[src/rtl/instr_imm_decoder.sv]
// Instruction decode ahead of the sign extender: decodes each accepted word into
// immediate/ExtSel/register fields and holds up to two decoded entries in arrival order.
module instr_imm_decoder #(
  parameter int DEPTH = 2,
  parameter int CNT_W = 16
) (
  input  logic             clk,
  input  logic             reset,
  input  logic             flush,
  input  logic             in_valid,
  output logic             in_ready,
  input  logic [31:0]      instr,
  output logic             out_valid,
  input  logic             out_ready,
  output logic [31:0]      imm_out,
  output logic [1:0]       ext_sel,
  output logic [4:0]       rs,
  output logic [4:0]       rt,
  output logic [4:0]       rd,
  output logic [5:0]       opcode,
  output logic             illegal,
  output logic [CNT_W-1:0] illegal_cnt
);

  typedef struct packed {
    logic [31:0] imm;
    logic [1:0]  ext_sel;
    logic [4:0]  rs;
    logic [4:0]  rt;
    logic [4:0]  rd;
    logic [5:0]  opcode;
    logic        illegal;
  } entry_t;

  typedef enum logic [1:0] {
    EMPTY = 2'd0,
    ONE   = 2'd1,
    TWO   = 2'd2
  } state_t;

  localparam entry_t          RESET_ENTRY = '{32'd0, 2'b10, 5'd0, 5'd0, 5'd0, 6'd0, 1'b0};
  localparam logic [CNT_W-1:0] CNT_MAX    = '1;

  function automatic entry_t decode(input logic [31:0] w);
    entry_t e;
    e.rs      = w[25:21];
    e.rt      = w[20:16];
    e.rd      = w[15:11];
    e.opcode  = w[31:26];
    e.imm     = 32'd0;
    e.ext_sel = 2'b10;
    e.illegal = 1'b0;
    case (w[31:26])
      6'h23, 6'h2B, 6'h08, 6'h09, 6'h0A, 6'h0B: begin
        e.ext_sel = 2'b00;
        e.imm     = {16'b0, w[15:0]};
      end
      6'h04, 6'h05: begin
        e.ext_sel = 2'b01;
        e.imm     = {16'b0, w[15:0]};
      end
      6'h02, 6'h03: begin
        e.ext_sel = 2'b11;
        e.imm     = {6'b0, w[25:0]};
      end
      6'h00:   e.illegal = 1'b0;
      default: e.illegal = 1'b1;
    endcase
    return e;
  endfunction

  state_t           state_q, state_d;
  entry_t           head_q, head_d;
  entry_t           tail_q, tail_d;
  logic [CNT_W-1:0] cnt_q, cnt_d;
  logic             in_ready_q, in_ready_d;
  logic             out_valid_q, out_valid_d;
  entry_t           dec;
  logic             push, pop;

  assign dec  = decode(instr);
  assign push = in_valid & in_ready_q;
  assign pop  = out_valid_q & out_ready;

  always_comb begin
    state_d = state_q;
    head_d  = head_q;
    tail_d  = tail_q;
    cnt_d   = cnt_q;
    if (flush) begin
      state_d = EMPTY;
    end else begin
      if (push && dec.illegal && (cnt_q != CNT_MAX)) cnt_d = cnt_q + CNT_W'(1);
      case (state_q)
        EMPTY: begin
          if (push) begin
            head_d  = dec;
            state_d = ONE;
          end
        end
        ONE: begin
          if (push && pop) begin
            head_d = dec;
          end else if (push) begin
            tail_d  = dec;
            state_d = TWO;
          end else if (pop) begin
            state_d = EMPTY;
          end
        end
        TWO: begin
          if (pop) begin
            head_d  = tail_q;
            state_d = ONE;
          end
        end
        default: state_d = EMPTY;
      endcase
    end
    // Handshake flags are registered from the next state so in_ready never sees out_ready.
    in_ready_d  = (int'(state_d) < DEPTH);
    out_valid_d = (state_d != EMPTY);
  end

  always_ff @(posedge clk) begin
    if (reset) begin
      state_q     <= EMPTY;
      in_ready_q  <= 1'b1;
      out_valid_q <= 1'b0;
      head_q      <= RESET_ENTRY;
      cnt_q       <= '0;
    end else begin
      state_q     <= state_d;
      in_ready_q  <= in_ready_d;
      out_valid_q <= out_valid_d;
      head_q      <= head_d;
      cnt_q       <= cnt_d;
    end
  end

  always_ff @(posedge clk) begin
    tail_q <= tail_d;
  end

  assign in_ready    = in_ready_q;
  assign out_valid   = out_valid_q;
  assign imm_out     = head_q.imm;
  assign ext_sel     = head_q.ext_sel;
  assign rs          = head_q.rs;
  assign rt          = head_q.rt;
  assign rd          = head_q.rd;
  assign opcode      = head_q.opcode;
  assign illegal     = head_q.illegal;
  assign illegal_cnt = cnt_q;

endmodule

[config.mk]
export PLATFORM = sky130hd
export DESIGN_NAME = instr_imm_decoder
export DESIGN_NICKNAME = d
export VERILOG_FILES = /design/src/rtl/instr_imm_decoder.sv
export SDC_FILE = /design/constraint.sdc
export NUM_CORES = 1
export LEC_CHECK = 0
export BUFFER_PORTS_ARGS = -buffer_cell sky130_fd_sc_hd__buf_2
export CORE_MARGIN = 4
export CORE_UTILIZATION = 45
export CTS_BUF_LIST = sky130_fd_sc_hd__clkbuf_4 sky130_fd_sc_hd__clkbuf_8
export DETAILED_ROUTE_END_ITERATION = 7
export GPL_TIMING_DRIVEN = 0
export PLACE_DENSITY = 0.68
export RECOVER_POWER = 50
export SETUP_SLACK_MARGIN = 0.15
export SYNTH_ARGS = -nofsm -noshare
export SYNTH_HDL_FRONTEND = slang
export SYNTH_SLANG_ARGS = --single-unit
[constraint.sdc]
create_clock -name clk -period 9.5 [get_ports clk]
set_clock_uncertainty 0.1 [all_clocks]
set_input_delay 0.95 -clock clk [delete_from_list [all_inputs] [get_ports clk]]
set_output_delay 0.95 -clock clk [all_outputs]
set_load 0.005 [all_outputs]
==> results of run 1 <==
==> worst min path at each step <==
stage                      to  cells past startpoint           start
5_1_grt            imm_out[1]                      2      imm_out[1]
3_5_place_dp       imm_out[0]                      2      imm_out[0]
2_1_floorplan  illegal_cnt[1]                      2  illegal_cnt[1]
4_1_cts           imm_out[16]                      2     imm_out[16]
6_report                rs[2]                      2           rs[2]
3_3_place_gp            rt[2]                      2           rt[2]
==> synthesized netlist by cell type, drive strengths merged <==
cell     number
conb          1
a31o          1
buf          17
nor4b         4
nor3          7
a221oi        1
a311oi       44
a2111o        1
nand3        20
or2           4
a31oi         1
xnor2         1
nor3b         2
or3           5
or4b          1
o211a         1
nand2        82
edfxtp       50
mux2i         1
a21oi         9
and3b         1
mux2          9
o31ai         2
nor4          7
o21ai         5
a2bb2oi       1
or4           3
clkbuf       26
o31a          1
a211o         1
and2         29
dfxtp        70
inv           5
a211oi        5
o2111ai       1
ha            1
a22oi         3
nand4         4
o21a          1
nor2         64
nor2b        10
nand2b        5
a21o          1
==> kinds of logic after synthesis <==
| family | Yosys count | share of synthesized area (%) |
|---|---|---|
| AND/OR/NAND/NOR | 248 | 24.24 |
| other | 1 | 0.07303 |
| AO/OA/AOI/OAI | 79 | 12.35 |
| multiplexers | 10 | 2.169 |
| XOR/XNOR | 1 | 0.1706 |
| flip-flops | 120 | 56.53 |
| adder cells (fa/ha/maj) | 1 | 0.2436 |
| buffers and inverters | 48 | 4.215 |
==> per-layer routing <==
metal | up-vias | share of wire, % | global-route usage (%)
li1 | 2088 | - | -
met1 | 2143 | 44 | 27.62
met2 | 146 | 47 | 35.39
met3 | 21 | 6.7 | 5.053
met4 | 0 | 1.8 | 7.512
met5 | - | 0 | 0
==> flip-flops by register name, indices dropped and copies added (netlist names), 2 cells and up <==
| register | count |
|---|---|
| illegal_cnt | 16 |
| state_q | 2 |
| imm_out | 26 |
| rt | 5 |
| tail_q | 50 |
| rs | 5 |
| opcode | 6 |
| ext_sel | 2 |
| rd | 5 |
==> cell type report <==
class	instances	area, um^2
plain buffers	43	195.2
clock buffers	18	241.5
clock inverters	14	152.6
fillers	1019	4787
inverters	5	18.77
multi-input cells	345	2019
flip-flops and latches	120	2903
well taps	140	175.2
repair buffers	107	490.5
==> cell usage in the layout, fill, tap and decap left out, types with 3 or more instances in the layout <==
cell / n
nand3_1: 20
conb_1: 6
buf_6: 4
a211oi_1: 5
clkbuf_1: 83
clkbuf_8: 17
buf_4: 6
nor2_1: 64
inv_1: 5
a311oi_1: 44
a21oi_1: 9
nand2_1: 82
buf_2: 56
edfxtp_1: 50
mux2_1: 7
dfxtp_1: 70
or3_1: 5
or4_1: 3
clkinvlp_4: 4
and2_0: 7
o21ai_0: 4
nor2b_1: 10
nor3_1: 7
clkinv_4: 5
nand4_1: 3
nor4_1: 4
a22oi_1: 3
nand2b_1: 5
and2_1: 22
==> through the flow <==
step                      hold slack, ns  power [mW]
after floorplan                   0.3794      0.6333
after global placement            0.3864      0.6786
after detailed placement          0.3918      0.6829
after CTS                         0.4030       1.132
after global routing              0.4269       1.167
final                             0.4011       1.124
==> worst reg2reg max path, cell delays in order, from the launching register on <==
cell and delay [ns]:
dfxtp_1 0.34, and3b_1 0.25, nand2_1 0.08, nor3_1 1.12, buf_6 0.28, buf_6 0.17
buf_6 0.16
==> report_power, final <==
part / internal (mW) / switching (mW)
Sequential: 0.555 / 0.0112
Clock: 0.237 / 0.219
Combinational: 0.0390 / 0.0631
==> results.yml, run 1 <==
power:
  p_leak_nw: 2.272
  vdd.ir_drop.worst_v: 0.00009049
  p_per_area_nw_per_um2: 181.4
cts:
  cts_resized: 0
  clock_sinks: 120
  cts_setup_buffers: 0
  hold_buffers: 0
  cts_root_buf: "clkbuf_8"
  insertion_delay_ns: 0.44
  cts_max_level: 4
  numCtsBuffers: 17
  cts_tree: "built"
  clock_path_buffers: 2
  cts.clk_slew.worst_paths_ns: 0.07
route:
  routedWlPerCell_um: 17.59
  first_iter_violations: 271
  drcViolationCount: 0
  vias: 4398
  dr.pass1.iters: 5
  antenna_left: 0
  wl_um: 13930
  avgViaCountPerCell: 5.553
timing:
  hold_viol: 0
  min_period_ns: 3.031
  rsz0062_at_grt: "no"
  clock.fmax_mhz: 330.0
  maxSlewViolCount: 0
  worst_slew_pin_slew_ns: 1.471
  timing.slew.headroom_pct: 1.191
  fin_ws_ns: 6.469
  setup_violations: 0
  period_share_pct: 31.90
  tns_ns: 0
cells_and_area:
  nets: 677
  synthToLayoutAreaGrowth_pct: 20.66
  layout-drive-gt1-share_pct: 16.72
  final_area_um2: 6196
  final_util_pct: 56.41
  antenna_cells: 0
  stdcell_count: 792
global_route:
  grt_pass1_vias: 4351
  grt_max_degree: 17
  antenna_found_initial: 0
  track_usage_pct: 21.40
  grt_pass1_wl_um: 21980
  overflow: 0
critical_path:
  worstSetupStartpointType: "input pin"
  path_cells: "clkbuf_1 > nor2b_1 > nor4b_1 > clkbuf_1 > and2_0 > nand2_1 > a311oi_1"
  rr_startpoint: "state_q[1]"
  r2r_slack_ns: 6.71
  crit_end: "imm_out[21]"
  cp_slowest_cell: "nor4b_1"
  worst-path-stages: 7
  end_kind: "flip-flop"
  cp_slowest_stage_delay_ns: 0.73
  crit_family: "simple AND/OR/NAND/NOR gates"
  path_max_fanout: 10
  crit_buf_inv: 2
  startpoint: "instr[27]"
  worst_r2r_endpoint: "tail_q[24]"
  crit_path_frequent_cell: "clkbuf_1"
  critPathRequiredTime_ns: 9.75
  reg2reg_depth: 6
  crit_type: "in2reg"
  cp.arrival_ns: 3.28
logic_synthesis:
  post-synth-top-area-cell: "edfxtp_1"
  ys_top_cells_by_area: "edfxtp_1, dfxtp_1, a311oi_1"
  netlist_area_um2: 5135
  ys_ff_latch: 120
  synthDistinctLibCells: 54
  syn_inst: 508
  yosysWarningCount: 0
  synth.top_cell.area_share_pct: 29.24
  yosysSeqAreaShare_pct: 56.53
  syn_area_per_cell_um2: 10.11
run_status:
  failed_checks: "max-capacitance violations"
  outcome: "finished, violations left"
min_path:
  holdCritPathClass: "reg2reg"
floorplanning:
  die_w_um: 114.8
  die_area_um2: 13180
  io_pins: 111
  num_rows: 38
  initial_core_util_pct: 46.75
  die_y_um: 114.8
  fp.coreArea_um2: 10980
flow_run:
  drv_cap: 1
place:
  dp.cells: 760
  gp_congestion: 0.7665
  placed_area_um2: 5901
  dp_worst_setup_slack_ns: 6.470
  hpwl_um: 9884
  io_buffers: 102
Note: power is estimated with default switching activity, not from simulation.
==> run 2, diff against run 1 <==
--- a/config.mk
+++ b/config.mk
@@ -11,7 +11,7 @@
 export CTS_BUF_LIST = sky130_fd_sc_hd__clkbuf_4 sky130_fd_sc_hd__clkbuf_8
 export DETAILED_ROUTE_END_ITERATION = 7
 export GPL_TIMING_DRIVEN = 0
-export PLACE_DENSITY = 0.68
+export PLACE_DENSITY = 0.71
 export RECOVER_POWER = 50
 export SETUP_SLACK_MARGIN = 0.15
 export SYNTH_ARGS = -nofsm -noshare
==> constraint.sdc (replaced) <==
create_clock -name clk -period 2.7 [get_ports clk]
set_clock_uncertainty 0.1 [all_clocks]
set_input_delay 0.27 -clock clk [delete_from_list [all_inputs] [get_ports clk]]
set_output_delay 0.27 -clock clk [all_outputs]
set_load 0.005 [all_outputs]
==> run 2 against run 1 <==
Net effect:
- the flow now finishes without violations
- non-clock buffer count up 15
- global-route usage fell by 0.49 points
- critical path depth rose by 2
- via count increased by 0.50%
- wire length fell by 1.9%
- critical endpoint unchanged
- largest power group unchanged
- highest routed layer unchanged
==> results.yml, run 2 (synthesis gave the netlist of run 1 again) <==
run_status:
  outcome: "finished clean"
timing:
  setup_violations: 0
  rsz0062_at_grt: "no"
  clock.fmax_mhz: 411.0
  tns_ns: 0
  worst_slew_pin_slew_ns: 0.8698
  hold_slack_ns: 0.02282
  maxSlewViolCount: 0
  min_period_ns: 2.433
  hold_viol: 0
  period_share_pct: 90.12
  timing.slew.headroom_pct: 41.70
place:
  placed_area_um2: 5921
  io_buffers: 102
  dp.cells: 758
  gp_congestion: 0.7974
  hpwl_um: 9643
cells_and_area:
  final_cell_mix: "nand2_1, clkbuf_1, dfxtp_1"
  synthToLayoutAreaGrowth_pct: 24.05
  final_common_cell: "nand2_1"
  stdcell_count: 807
  nets: 692
  antenna_cells: 0
  top_register: "tail_q"
  final_area_um2: 6370
  layout-drive-gt1-share_pct: 17.09
  largest_register_ff_count: 50
global_route:
  grt_pass1_wl_um: 21620
  overflow: 0
  track_usage_pct: 20.91
  antenna_found_initial: 0
  grt_max_degree: 19
  grt_pass1_vias: 4411
critical_path:
  end_kind: "flip-flop"
  cp.arrival_ns: 2.67
  crit_type: "in2reg"
  cp_slowest_stage_delay_ns: 0.53
  path_max_fanout: 10
  crit_path_frequent_cell: "buf_2"
  r2r_slack_ns: 0.30
  critPathRequiredTime_ns: 2.94
  cp_slowest_cell: "dlygate4sd3_1"
  rr_startpoint: "state_q[0]"
  reg2reg_depth: 5
  worst_r2r_endpoint: "opcode[4]"
  path_cells: "dlygate4sd3_1 > buf_2 > buf_2 > nor2b_1 > nor4b_1 > buf_2 > and2_0 > nand2_1 > a311oi_1"
  worstSetupStartpointType: "input pin"
flow_run:
  drv_cap: 0
route:
  routedWlPerCell_um: 16.94
  antenna_left: 0
  wl_um: 13670
  first_iter_violations: 300
  avgViaCountPerCell: 5.477
  vias: 4420
  dr.pass1.iters: 5
  drcViolationCount: 0
floorplanning:
  initial_core_util_pct: 46.75
  die_area_um2: 13180
  io_pins: 111
  fp.coreArea_um2: 10980
  die_w_um: 114.8
  die_y_um: 114.8
  num_rows: 38
cts:
  cts.clk_slew.worst_paths_ns: 0.08
  cts_tree: "built"
  clock_path_buffers: 2
  clock_sinks: 120
  cts_max_level: 4
  numCtsBuffers: 17
  cts_root_buf: "clkbuf_8"
  insertion_delay_ns: 0.43
min_path:
  holdPathStages: 3
  holdCritPathClass: "in2reg"
  hold_path_end: "imm_out[0]"
  hp-start: "instr[0]"
power:
  p_per_area_nw_per_um2: 615.5
  vdd.ir_drop.worst_v: 0.0003823
  p_leak_nw: 2.358
  p_total_mw: 3.921
run 2: worst max path at each step:
| stage | to | startpoint |
|---|---|---|
| finish | imm_out[21] | instr[28] |
| global route | imm_out[16] | instr[28] |
| CTS | imm_out[15] | state_q[1] |
| detailed placement | imm_out[16] | state_q[1] |
| global placement | tail_q[12] | state_q[1] |
| floorplan | tail_q[0] | state_q[1] |
run 2: final cells by class:
class                      count  area, um^2
fill                         991        4613
sequential                   120        2903
multi-input combinational    345        2033
timing repair buffer         122       660.6
clock buffer                  18       247.7
buffer                        43       198.9
tap                          140       175.2
clock inverter                14       132.6
inverter                       5       18.77
run 2: metal layers:
metal  GRT usage [%]  share of wire, %  vias to the layer above
met3           5.474               6.6                       16
met5               0                 0                        -
met1           26.67                42                     2135
li1                -                 -                     2115
met4           6.260               1.3                        0
met2           35.12                50                      154
run 2: stage by stage:
stage | setup WS, ns | utilization (%)
finish | 0.2669 | 58.00
CTS | 0.3116 | 58.92
global route | 0.08918 | 58.00
floorplan | 0.3204 | -
global placement | -0.3234 | 53.27
detailed placement | 0.3332 | 53.91
run 2: critical path: cells and delay by family:
family,cells,cell delay [ns]
buffers and inverters,4,1.16
and+or+nand+nor,4,0.97
AOI/OAI and AO/OA,1,0.26
run 2: power by group:
part           total [mW]  leakage, nW  switching (mW)  internal (mW)
registers            1.99         1.07          0.0393           1.95
logic               0.376         1.10           0.222          0.155
clock network        1.55        0.187           0.722          0.830
run 2: timing repair:
item	in CTS	in global routing
resized for setup	0	2
buffers inserted	0	0
setup endpoints to repair	0	3
hold buffers	17	0
endpoints found under the hold margin	17	0
==> run 3, diff against run 2 <==
--- a/config.mk
+++ b/config.mk
@@ -6,12 +6,13 @@
 export NUM_CORES = 1
 export LEC_CHECK = 0
 export BUFFER_PORTS_ARGS = -buffer_cell sky130_fd_sc_hd__buf_2
+export CORE_ASPECT_RATIO = 1.25
 export CORE_MARGIN = 4
 export CORE_UTILIZATION = 45
 export CTS_BUF_LIST = sky130_fd_sc_hd__clkbuf_4 sky130_fd_sc_hd__clkbuf_8
 export DETAILED_ROUTE_END_ITERATION = 7
 export GPL_TIMING_DRIVEN = 0
-export PLACE_DENSITY = 0.71
+export PLACE_DENSITY = 0.68
 export RECOVER_POWER = 50
 export SETUP_SLACK_MARGIN = 0.15
 export SYNTH_ARGS = -nofsm -noshare
==> constraint.sdc (replaced) <==
create_clock -name clk -period 2.3 [get_ports clk]
set_clock_uncertainty 0.1 [all_clocks]
set_input_delay 0.23 -clock clk [delete_from_list [all_inputs] [get_ports clk]]
set_output_delay 0.23 -clock clk [all_outputs]
set_load 0.005 [all_outputs]
==> run 3 against run 2 <==
Net effect:
- non-clock buffer count up 16
- sequential power increased by 18%
- sequential cell count unchanged
- via count increased by 0.48%
- worst setup slack got worse by 0.070 ns
- worst hold slack improved by 0.041 ns
- largest power group unchanged
- die area is essentially flat
- power grew 22%
==> results.yml, run 3 (synthesis gave the netlist of run 1 again) <==
route:
  wl_um: 13800
  avgViaCountPerCell: 5.429
  antenna_left: 0
  drcViolationCount: 0
  vias: 4441
  routedWlPerCell_um: 16.87
  first_iter_violations: 219
  dr.pass1.iters: 4
critical_path:
  path_max_fanout: 10
  rr_startpoint: "state_q[1]"
  critPathRequiredTime_ns: 2.53
  worst_r2r_endpoint: "opcode[1]"
  cp.arrival_ns: 2.33
  end_kind: "flip-flop"
  r2r_slack_ns: 0.20
  worstSetupStartpointType: "flip-flop"
  crit_end: "opcode[1]"
  reg2reg_depth: 6
  startpoint: "state_q[1]"
  crit_type: "reg2reg"
cts:
  clock_path_buffers: 2
  insertion_delay_ns: 0.43
  cts_max_level: 4
  cts_root_buf: "clkbuf_8"
  numCtsBuffers: 17
  clock_sinks: 120
  cts_tree: "built"
  cts.clk_slew.worst_paths_ns: 0.07
cells_and_area:
  synthToLayoutAreaGrowth_pct: 28.27
  final_cell_mix: "nand2_1, clkbuf_1, dfxtp_1"
  largest_register_ff_count: 50
  nets: 708
  layout-drive-gt1-share_pct: 17.72
  top_register: "tail_q"
  antenna_cells: 0
  final_common_cell: "nand2_1"
power:
  p_per_area_nw_per_um2: 724.6
  p_total_mw: 4.772
  vdd.ir_drop.worst_v: 0.0004002
  p_leak_nw: 2.443
global_route:
  track_usage_pct: 21.53
  overflow: 0
  grt_max_degree: 17
  grt_pass1_wl_um: 22910
  grt_pass1_vias: 4503
  antenna_found_initial: 0
timing:
  hold_viol: 0
  hold_slack_ns: 0.06353
  timing.slew.headroom_pct: 56.66
  setup_violations: 0
  maxSlewViolCount: 0
  min_period_ns: 2.103
  clock.fmax_mhz: 475.5
  rsz0062_at_grt: "yes"
  worst_slew_pin_slew_ns: 0.6501
  period_share_pct: 91.44
place:
  hpwl_um: 9685
  gp_congestion: 0.8571
  io_buffers: 102
floorplanning:
  die_area_um2: 13190
  die_w_um: 103.5
  io_pins: 111
  die_y_um: 127.4
  fp.coreArea_um2: 11140
  num_rows: 43
  initial_core_util_pct: 46.11
min_path:
  holdPathStages: 4
  holdCritPathClass: "in2reg"
flow_run:
  drv_cap: 0
run_status:
  outcome: "finished clean"
run 3: cell count changes in the layout (fill, tap and decap cells not counted), sizes merged:
| cell | delta |
|---|---|
| clkinv | -3 |
| dlygate4sd3 | +13 |
| clkbuf | +5 |
| bufinv | +1 |
run 3: cell type report:
class                   instances  area, um^2
plain buffers                  43       206.4
clock buffers                  20       262.8
clock inverters                12       151.4
fillers                      1011        4551
inverters                       5       18.77
multi-input cells             345        2059
flip-flops and latches        120        2903
well taps                     135       168.9
repair buffers                138       815.8
run 3: how the worst min path moves through the flow:
stage | from | endpoint | slack, ns
after floorplan | instr[14] | tail_q[10] | 0.23
after global placement | instr[28] | tail_q[3] | 0.33
after detailed placement | instr[28] | tail_q[3] | 0.33
after CTS | instr[29] | tail_q[4] | 0.002
after global routing | in_valid | state_q[0] | 0.07
final | in_valid | state_q[0] | 0.06
run 3: power breakdown:
group | switching, mW | total [mW] | leakage [nW] | internal [mW]
Sequential | 0.0457 | 2.34 | 1.07 | 2.29
Combinational | 0.268 | 0.470 | 1.17 | 0.202
Clock | 0.846 | 1.96 | 0.199 | 1.12
Total | 1.16 | 4.77 | 2.44 | 3.61
run 3: layer usage:
| layer | share of wire, % | global-route usage (%) | vias to the layer above |
|---|---|---|---|
| met4 | 2.2 | 8.920 | 0 |
| met2 | 49 | 36.36 | 165 |
| met5 | 0 | 0 | - |
| li1 | - | - | 2148 |
| met1 | 42 | 26.35 | 2099 |
| met3 | 6.5 | 5.609 | 29 |
run 3: per-stage QoR:
step | instances | area, um^2 | worst slack, ns | setup TNS (ns) | util, %
2_1_floorplan | 513 | 5171 | -0.05599 | -2.799 | -
3_3_place_gp | 750 | 5851 | -0.7227 | -36.03 | 52.53
3_5_place_dp | 753 | 5908 | 0.09868 | 0 | 53.05
4_1_cts | 815 | 6634 | 0.1981 | 0 | 59.57
5_1_grt | 818 | 6586 | 0.09502 | 0 | 59.14
6_report | 818 | 6586 | 0.1969 | 0 | 59.14
run 3: worst max-delay path, cell delays in order, from the launching register on:
cell      delay, ns
dfxtp_1        0.41
nor2b_1        0.15
clkbuf_1       0.19
buf_2          0.30
clkbuf_1       0.43
nand2_1        0.14
a311oi_1       0.29
run 3: what timing repair did:
| item | 4_1_cts | 5_1_grt |
|---|---|---|
| endpoints found under the setup margin | 27 | 45 |
| resized for setup | 4 | 9 |
| pin swaps | 0 | 2 |
| endpoints found under the hold margin | 55 | 0 |
| setup buffers | 0 | 3 |
| hold buffers | 30 | 0 |
